`src/rtl/spi_pkg.sv`:
```
`default_nettype none
// ============================================================================
// Module      : spi_pkg
// Description : Shared types and helpers for the parametrised SPI master.
//               - state_t      : transfer sequencer states
//               - MODE0..MODE3 : SPI mode encodings as {cpol, cpha}
//               - clog2_min1   : ceil(log2(n)) clamped to a minimum of 1
// Revision    : 1.0 - initial release
// ============================================================================
package spi_pkg;

  typedef enum logic [2:0] {
    IDLE     = 3'd0,
    LEAD     = 3'd1,
    TRANSFER = 3'd2,
    TRAIL    = 3'd3,
    DONE     = 3'd4
  } state_t;

  localparam logic [1:0] MODE0 = 2'b00;
  localparam logic [1:0] MODE1 = 2'b01;
  localparam logic [1:0] MODE2 = 2'b10;
  localparam logic [1:0] MODE3 = 2'b11;

  // Width of a field able to index n items; never narrower than one bit.
  function automatic int clog2_min1(input int n);
    return (n > 1) ? $clog2(n) : 1;
  endfunction

endpackage
`default_nettype wire

```
`src/rtl/spi_clk_div.sv`:
```
`default_nettype none
// ============================================================================
// Module      : spi_clk_div
// Description : SCLK half-period timer. Counts 0..CLK_DIV-1 while enabled and
//               pulses tick on the last count; held at zero when disabled so
//               every transfer starts from a fresh half-period.
// Ports       : clk    - system clock
//               reset  - asynchronous active-low reset
//               enable - count while high, clear while low
//               tick   - one-cycle pulse marking the end of a half-period
// Revision    : 1.0 - initial release
// ============================================================================
module spi_clk_div
  import spi_pkg::*;
#(
  parameter int CLK_DIV = 2
) (
  input  logic clk,
  input  logic reset,
  input  logic enable,
  output logic tick
);

  localparam int                CNT_W  = clog2_min1(CLK_DIV);
  localparam logic [CNT_W-1:0]  C_WRAP = CNT_W'(CLK_DIV - 1);

  logic [CNT_W-1:0] r_cnt;
  logic             w_wrap;

  assign w_wrap = (r_cnt == C_WRAP);
  assign tick   = enable && w_wrap;

  always_ff @(posedge clk or negedge reset) begin
    if (!reset) begin
      r_cnt <= '0;
    end else if (!enable || w_wrap) begin
      r_cnt <= '0;
    end else begin
      r_cnt <= r_cnt + CNT_W'(1);
    end
  end

endmodule
`default_nettype wire

```
`src/rtl/spi_master_param.sv`:
```
`default_nettype none
// ============================================================================
// Module      : spi_master_param
// Description : Full-duplex SPI master with parametrised word width, SCLK
//               divider and chip-select count. CPOL, CPHA, bit order and
//               target slave are latched per transfer on an accepted start.
// Ports       : clk, reset (async active-low)
//               start, tx_data, cs_sel, cpol, cpha, lsb_first - request side
//               busy, done, rx_data                          - response side
//               sclk, mosi, miso, chip_select_n              - SPI pins
// Revision    : 1.0 - initial release
// ============================================================================
module spi_master_param
  import spi_pkg::*;
#(
  parameter int DATA_W  = 8,
  parameter int NUM_CS  = 2,
  parameter int CLK_DIV = 2,
  // Derived from NUM_CS; leave at its default.
  parameter int CS_W    = clog2_min1(NUM_CS)
) (
  input  logic              clk,
  input  logic              reset,
  input  logic              start,
  input  logic [DATA_W-1:0] tx_data,
  input  logic [CS_W-1:0]   cs_sel,
  input  logic              cpol,
  input  logic              cpha,
  input  logic              lsb_first,
  output logic              busy,
  output logic              done,
  output logic [DATA_W-1:0] rx_data,
  output logic              sclk,
  output logic              mosi,
  input  logic              miso,
  output logic [NUM_CS-1:0] chip_select_n
);

  localparam int                EDGE_W      = clog2_min1(2 * DATA_W + 1);
  localparam logic [EDGE_W-1:0] C_LAST_EDGE = EDGE_W'(2 * DATA_W);

  state_t              r_state;
  state_t              w_next;
  logic                w_tick;
  logic                w_accept;
  logic                w_busy;

  logic [DATA_W-1:0]   r_tx;
  logic [DATA_W-1:0]   r_rx;
  logic [DATA_W-1:0]   r_rx_data;
  logic [EDGE_W-1:0]   r_edge_cnt;
  logic                r_cpha;
  logic                r_lsb;
  logic                r_sclk;
  logic                r_mosi;
  logic [NUM_CS-1:0]   r_cs_n;

  logic [EDGE_W-1:0]   w_edge;
  logic                w_last_edge;
  logic [DATA_W-1:0]   w_tx_src;
  logic                w_src_lsb;
  logic                w_tx_bit;
  logic [DATA_W-1:0]   w_tx_shift;
  logic [NUM_CS-1:0]   w_cs_dec;

  // DONE behaves like IDLE for start so back-to-back words need no gap
  // beyond the single DONE cycle.
  assign w_accept = start && ((r_state == IDLE) || (r_state == DONE));

  spi_clk_div #(
    .CLK_DIV (CLK_DIV)
  ) u_clk_div (
    .clk    (clk),
    .reset  (reset),
    .enable (w_busy),
    .tick   (w_tick)
  );

  // --------------------------------------------------------------------------
  // Sequencer
  // --------------------------------------------------------------------------
  always_ff @(posedge clk or negedge reset) begin
    if (!reset) begin
      r_state <= IDLE;
    end else begin
      r_state <= w_next;
    end
  end

  always_comb begin
    w_next = r_state;
    w_busy = 1'b0;
    done   = 1'b0;
    case (r_state)
      IDLE: begin
        if (start) w_next = LEAD;
      end
      LEAD: begin
        w_busy = 1'b1;
        if (w_tick) w_next = TRANSFER;
      end
      TRANSFER: begin
        w_busy = 1'b1;
        if (w_tick && w_last_edge) w_next = TRAIL;
      end
      TRAIL: begin
        w_busy = 1'b1;
        if (w_tick) w_next = DONE;
      end
      DONE: begin
        done   = 1'b1;
        w_next = start ? LEAD : IDLE;
      end
      default: w_next = IDLE;
    endcase
  end

  assign busy = w_busy;

  // --------------------------------------------------------------------------
  // Shift / sample datapath
  // --------------------------------------------------------------------------
  // Edge number (1-based) of the SCLK edge produced by the current tick;
  // odd numbers are leading edges.
  assign w_edge      = r_edge_cnt + EDGE_W'(1);
  assign w_last_edge = (w_edge == C_LAST_EDGE);

  // On an accepted start the first bit comes straight from tx_data so that
  // CPHA=0 has it on MOSI from the moment chip select falls.
  assign w_tx_src   = w_accept ? tx_data   : r_tx;
  assign w_src_lsb  = w_accept ? lsb_first : r_lsb;
  assign w_tx_bit   = w_src_lsb ? w_tx_src[0] : w_tx_src[DATA_W-1];
  assign w_tx_shift = w_src_lsb ? (w_tx_src >> 1) : (w_tx_src << 1);

  // Out-of-range cs_sel matches nothing, leaving all selects high.
  always_comb begin
    w_cs_dec = '1;
    for (int i = 0; i < NUM_CS; i++) begin
      if (cs_sel == CS_W'(i)) w_cs_dec[i] = 1'b0;
    end
  end

  always_ff @(posedge clk or negedge reset) begin
    if (!reset) begin
      r_tx       <= '0;
      r_rx       <= '0;
      r_rx_data  <= '0;
      r_edge_cnt <= '0;
      r_cpha     <= 1'b0;
      r_lsb      <= 1'b0;
      r_sclk     <= 1'b0;
      r_mosi     <= 1'b0;
      r_cs_n     <= '1;
    end else if (w_accept) begin
      // r_sclk doubles as the latched CPOL: it always returns to it.
      r_sclk     <= cpol;
      r_cpha     <= cpha;
      r_lsb      <= lsb_first;
      r_cs_n     <= w_cs_dec;
      r_tx       <= cpha ? tx_data : w_tx_shift;
      r_mosi     <= cpha ? 1'b0    : w_tx_bit;
      r_rx       <= '0;
      r_edge_cnt <= '0;
    end else if (w_tick) begin
      case (r_state)
        TRANSFER: begin
          r_sclk     <= ~r_sclk;
          r_edge_cnt <= w_edge;
          // CPHA=0 samples on leading (odd) edges, CPHA=1 on trailing ones;
          // the other edge type launches the next bit, except the final
          // trailing edge of CPHA=0 which has nothing left to send.
          if (w_edge[0] != r_cpha) begin
            r_rx <= r_lsb ? {miso, r_rx[DATA_W-1:1]} : {r_rx[DATA_W-2:0], miso};
          end else if (!w_last_edge) begin
            r_mosi <= w_tx_bit;
            r_tx   <= w_tx_shift;
          end
        end
        TRAIL: begin
          r_cs_n    <= '1;
          r_mosi    <= 1'b0;
          r_rx_data <= r_rx;
        end
        default: ;
      endcase
    end
  end

  assign sclk          = r_sclk;
  assign mosi          = r_mosi;
  assign chip_select_n = r_cs_n;
  assign rx_data       = r_rx_data;

endmodule
`default_nettype wire

```
`config.mk`:
```
export PLATFORM = sky130hd
export DESIGN_NAME = spi_master_param
export DESIGN_NICKNAME = d
export VERILOG_FILES = /design/src/rtl/spi_pkg.sv /design/src/rtl/spi_clk_div.sv /design/src/rtl/spi_master_param.sv
export SDC_FILE = /design/constraint.sdc
export NUM_CORES = 1
export LEC_CHECK = 0
export ABC_AREA = 1
export CAP_MARGIN = 0
export CORE_MARGIN = 8
export CORE_UTILIZATION = 59
export DETAILED_ROUTE_END_ITERATION = 12
export MAX_ROUTING_LAYER = met4
export PLACE_DENSITY = 0.85
export SLEW_MARGIN = 5
export SYNTH_ARGS = -nofsm -noshare
export SYNTH_HDL_FRONTEND = slang
export SYNTH_SLANG_ARGS = --single-unit
```
`constraint.sdc`:
```
create_clock -name clk -period 2.4 [get_ports clk]
set_input_delay 0.36 -clock clk [delete_from_list [all_inputs] [get_ports clk]]
set_output_delay 0.36 -clock clk [all_outputs]
set_load 0.05 [all_outputs]
```
==> impl_results.md, run 1 <==
* Sum Neg Setup Slack at 0 ns
* List of most frequent post-synthesis cells: nand2_1, dfrtp_1, nand3_1
* First-pass GRT wire length at ~8.7 mm
* EDFF count, synth at 0
* Core Rows at 22
* Min-Delay Path Class: input pin to asynchronous set/reset pin
* Fmax at 448 MHz
* Critical Path Sink Type: output port
* Area contributors post-synth: dfrtp_1, nand2_1, nand3_1
* Status: finished, final reports clean
* Seq/Total Area, Yosys at ~45%
* Yosys warns at 0
* Antenna Cells at 0
* GRT Overall Usage at between 10% and 20%
* Async set-reset flop share out of synthesis at between 90% and 100%
* Peak supply drop at roughly 0.74 mV
* Core ar. at 3610 um^2
* Number of detailed-route iterations in the first pass at 4
* CTS buffer count at 5
* P_int at 1.98 mW
* Overflow after GRT at 0
* Fin. Hold Viols at 0
* Logic pwr share at between 50 and 60%
* Post-route cell area at about 2600 um^2
* Yosys cell types at 31
* Critical path's top delay family: buffers and inverters
* I/O pins at 30
* Switching fraction of total power at around 46%
* Skew-Pair Late Insertion Delay at approximately 0.3 ns
* Crit start category: register
* R2r setup slk at 0.52 ns
* H-tree level count at 2
* Fin crit period at 2.23 ns
* Mapped cell area at around 2200 um^2
* Root Buffer: clkbuf_8
* DR vias/cell at about 5.4
* Fillers at 294
* Antenna violations before repair at 0
* Die Wd at ~77 um
* Clock-pin slew of the registers on the worst-case setup and hold paths at 0.08 ns
* Share of layout cells above drive strength 1 at 11.6%
* Maximum buffer depth of the clock tree at 2
* P_leak at 1.31 nW
* Die height at between 70 and 80 um
* Placed inst area at ~2500 um^2
* Largest net degree at the start of global routing at 40
* Net Count, Synth at approximately 300
* CP arrival at between 1.5 and 2 ns
* Worst slew margin at approximately 44%
* Slowest-stage cell, CP: clkdlybuf4s50_1
* Worst Setup Path Type: register to output port
* Unrepaired setup endpoints after global routing: false
* Starting Density at between 60% and 70%
* Most frequent cell after synthesis: nand2_1
* Avg Inst Size Synth at about 7.6 um^2
* Setup Skew at ~0.0073 ns
* Post-DRT Antenna Nets at 0
* Max-slew violations at 0
* Clk network pwr share at 17.7%
* HPWL after detailed placement at between 3 and 4 mm
* Switching Power at roughly 1.7 mW
* Critical Path Start: r_state[1]
* Reg2Reg Launch Point: r_state[1]
* Total vias in the final route at 1976
* Cells after Synth at approximately 290
* Starting DRC count in detailed routing at 176
* Crit path max fanout at 12
* # nets final at 337
* TritonCTS clock tree: done
* CP bufs+invs at 1
* Vias in the first global route at around 1900
* Critical path cell sequence: nor2_4 -> nor2_2 -> clkdlybuf4s50_1
* Synth-to-layout area growth at 20.1%
* Hold-fix buffers, CTS at 0
* Crit-path max cell delay at approximately 0.71 ns
* CTS-repair resized insts at 0
* Final setup violation count at 0
* Die area at a little under 6000 um^2
* Dominant synthesized flop cell: dfrtp_1
* P per Cell Area at 1400 nW/um^2
* Synth Register Bits at 39
* Port bufs at 29
* Clk sink count at 39
* Fin crit share at between 90% and 100%
* Postcts setup bufs at 0
* Post-synth top area cell: dfrtp_1
* Reg power frac at 31.2%
* Max cap viols at 0
* Top cell type's share of synthesized area at a little over two fifths
* DRC at 0
* Detailed Route WL at a little under 5 mm
* Wire per inst at 13.2 um
* Worst-margin pin slew at between 0.8 and 0.9 ns
* Routability cong. at 0.929
* Critical Path RT at between 2 and 2.5 ns
## cell families (layout without fill, tap and decap cells)
logic type | after synthesis | in the layout | share of synthesized area, %
compound gates | 37 | 37 | 9.32
xor+xnor | 1 | 1 | 0.400
fa+ha+maj | 2 | 2 | 1.14
buf+inv | 37 | 69 | 7.60
flops | 39 | 39 | 44.7
mux | 1 | 1 | 0.457
simple gates | 171 | 171 | 36.4
## metal layers
metal | vias up | routed length (um) | share of wire (%) | track usage, %
met3 | 7 | 250 | 5.1 | 4.90
li1 | 994 | - | - | -
met4 | 0 | 65 | 1.3 | 6.54
met5 | - | 0 | 0 | -
met1 | 918 | 2120 | 43 | 21.4
met2 | 57 | 2430 | 50 | 29.2
## worst register-to-register path, stage by stage (launching register included)
cell,delay (ns)
dfrtp_1,0.47
nor2_4,0.33
nand2_4,0.26
nor2_8,0.24
inv_2,0.11
or2_1,0.22
nand3_1,0.08
nand2_1,0.06
## cells in the final DEF, fill, tap and decap left out, drive strengths merged
cell type,netlist,layout
nand3b,1,1
xnor2,1,1
dfrtp,37,37
o211ai,1,1
dfstp,2,2
ha,2,2
a21oi,3,3
a22o,1,1
or2,2,2
nand4,3,3
o22ai,10,10
bufinv,0,2
o21ai,22,22
nand2,119,119
mux2i,1,1
nor3,2,2
clkdlybuf4s50,0,27
inv,31,31
clkinvlp,0,1
buf,5,3
nand3,28,28
clkbuf,1,5
nor2,16,16
## worst paths after layout
| path | to | cells after the start |
|---|---|---|
| hold reg to reg | r_tx[0] | 2 |
| setup reg to reg | r_tx[1] | 7 |
| min in group clk | r_tx[0] | 2 |
| hold / removal | r_tx[1] | 1 |
| setup / recovery | busy | 3 |
| max in group asynchronous | r_tx[6] | 1 |
## flip-flops by register name (all words and copies together), names as in the netlist
| signal | cells |
|---|---|
| r_tx | 8 |
| u_clk_div.r_cnt | 1 |
| mosi | 1 |
| sclk | 1 |
| r_cpha | 1 |
| r_rx | 8 |
| chip_select_n | 2 |
| r_state | 3 |
| r_edge_cnt | 5 |
| r_lsb | 1 |
| rx_data | 8 |
## cell type report
type / count / area (um^2) / area share, %
Tap cell: 48 / 60.1 / 2.29
Inverter: 31 / 119 / 4.52
Multi-Input combinational cell: 212 / 1040 / 39.7
Clock inverter: 3 / 67.6 / 2.57
Sequential cell: 39 / 978 / 37.2
Clock buffer: 5 / 68.8 / 2.62
Timing Repair Buffer: 30 / 290 / 11.0
## power by group through the flow
stage	combinational (mW)	clock, mW	sequential (mW)
6_report	1.88	0.652	1.15
4_1_cts	1.89	0.661	1.15
3_5_place_dp	1.87	0	1.16
2_1_floorplan	1.16	0	1.41
3_3_place_gp	1.83	0	1.15
5_1_grt	2.09	0.688	1.19
## stage by stage
step                setup WS (ns)  cells  util [%]  hold slack, ns  total power, mW
global route               0.0821    368      72.9           0.230             3.96
detailed placement          0.471    360      69.1           0.468             3.04
finish                      0.167    368      72.9           0.160             3.69
CTS                         0.173    368      72.9           0.187             3.70
floorplan                   0.639    288         -          0.0644             2.57
global placement            0.494    360      69.1           0.462             2.98
(Power assumes the default switching activity.)
==> run 2, diff against run 1 <==
--- a/config.mk
+++ b/config.mk
@@ -10,6 +10,7 @@
 export CORE_MARGIN = 8
 export CORE_UTILIZATION = 59
 export DETAILED_ROUTE_END_ITERATION = 12
+export HOLD_SLACK_MARGIN = 0.02
 export MAX_ROUTING_LAYER = met4
 export PLACE_DENSITY = 0.85
 export SLEW_MARGIN = 5
==> results of run 2 <==
Same layout as run 1: the final DEF is identical, and so are final timing and power.
==> run 3, diff against run 2 <==
--- a/config.mk
+++ b/config.mk
@@ -13,7 +13,7 @@
 export HOLD_SLACK_MARGIN = 0.02
 export MAX_ROUTING_LAYER = met4
 export PLACE_DENSITY = 0.85
-export SLEW_MARGIN = 5
 export SYNTH_ARGS = -nofsm -noshare
 export SYNTH_HDL_FRONTEND = slang
 export SYNTH_SLANG_ARGS = --single-unit
+export TNS_END_PERCENT = 100
==> results of run 3 <==
Same layout as run 1: the final DEF is identical, and so are final timing and power.
==> patch: new RTL, config.mk and constraints of run 3 <==
Set the parameter `NUM_CS` to 1 (it was 2).
--- a/src/rtl/spi_master_param.sv
+++ b/src/rtl/spi_master_param.sv
@@ -14,7 +14,7 @@
   import spi_pkg::*;
 #(
   parameter int DATA_W  = 8,
-  parameter int NUM_CS  = 2,
+  parameter int NUM_CS  = 1,
   parameter int CLK_DIV = 2,
   // Derived from NUM_CS; leave at its default.
   parameter int CS_W    = clog2_min1(NUM_CS)
Ports: changed (resized chip_select_n); port bits go from 30 to 29. The function was not compared with the original's and may differ.
==> patch against run 3 <==
Routed wire length rose by 5.8%; area after synthesis grew 2.5%; sequential cell count shrank 1; cell area rose by 2.0%; setup slack better by 0.12 ns; critical path type unchanged; clock skew is 0.0038 ns higher; power fell by 0.41%; register-to-register slack got worse by 0.04 ns; synthesized cell count up 7.6%; clock power barely moved; hold slack worse by 0.0014 ns; via count increased by 8.0%.
==> patch: results <==
[global_route]
met2_usage = 0.2857
overflow = 0
grt_pass1_wl_um = 8990
grt_pass1_vias = 2041
grtUsageMet1 = 0.2191
grt_util_met3 = 0.04263
grt_start_max_net_pins = 39

[routing]
vias = 2135
dr.max_layer_used = "met4"
wl_met2_um = 2487
first_iter_violations = 225
met3_wirelength_um = 355
wl_met1_um = 2218

[sta]
slew_headroom = 0.4482
skew_ns = 0.01111

[placement]
portBuffers = 28
dp_cells = 380
place_hpwl_um = 3648
place_area_um2 = 2544
gp_congestion = 0.9041
post-place-ws_ns = 0.4610

[yosys]
synth.distinct_cells = 30
syn_nets = 328
synth.top_cells.by_count = "nand2_1, dfrtp_1, inv_1"
ys_seq_elements = 38
seq_area_frac_synth = 0.4247
synthCells = 310

[layout]
buf_share = 0.1101
multi_input_area_um2 = 1097
nets = 357
multi_input_cells = 226
seq_area_frac = 0.3551
multi_input_area_share = 0.4092
nFillCells = 302
clock_area_frac = 0.05133
finalNonFillerCells = 388
drive_gt1_frac = 0.09706

[pwr]
p_leak_uw = 0.001376
peakVddDrop_uv = 693.4

[critical_path]
cp_data_arrival_time_ns = 1.76
max_stage_delay_ns = 0.82
startpoint = "r_state[1]$_DFFE_PN0P_"

[run_status]
status = "completed"
-- patch: final timing paths --
check,end,slack (ns),cells past startpoint
hold reg to reg,chip_select_n$_DFFE_PN1P_,0.47,2
hold / removal,r_state[1]$_DFFE_PN0P_,0.16,1
max in group asynchronous,mosi$_DFFE_PN0P_,1.72,1
setup reg to reg,r_tx[1]$_DFFE_PN0P_,0.48,11
min in group clk,chip_select_n$_DFFE_PN1P_,0.47,2
setup / recovery,busy,0.28,3
-- patch: power breakdown --
group / internal (µW) / total [µW] / leakage (µW) / switching (µW)
clock: 416 / 654 / 0.0000683 / 237
sequential: 902 / 1140 / 0.000500 / 234
combinational: 646 / 1880 / 0.000807 / 1240
total: 1960 / 3670 / 0.00138 / 1710
-- patch: logic make-up after synthesis --
| group | share of synthesized area |
|---|---|
| AOI/OAI and AO/OA | 0.08148 |
| xor gates and xnor gates | 0.003907 |
| adders and majority gates | 0.01116 |
| buffers and inverters | 0.08593 |
| DFF | 0.4247 |
| muxes | 0.009486 |
| and+or+nand+nor | 0.3834 |
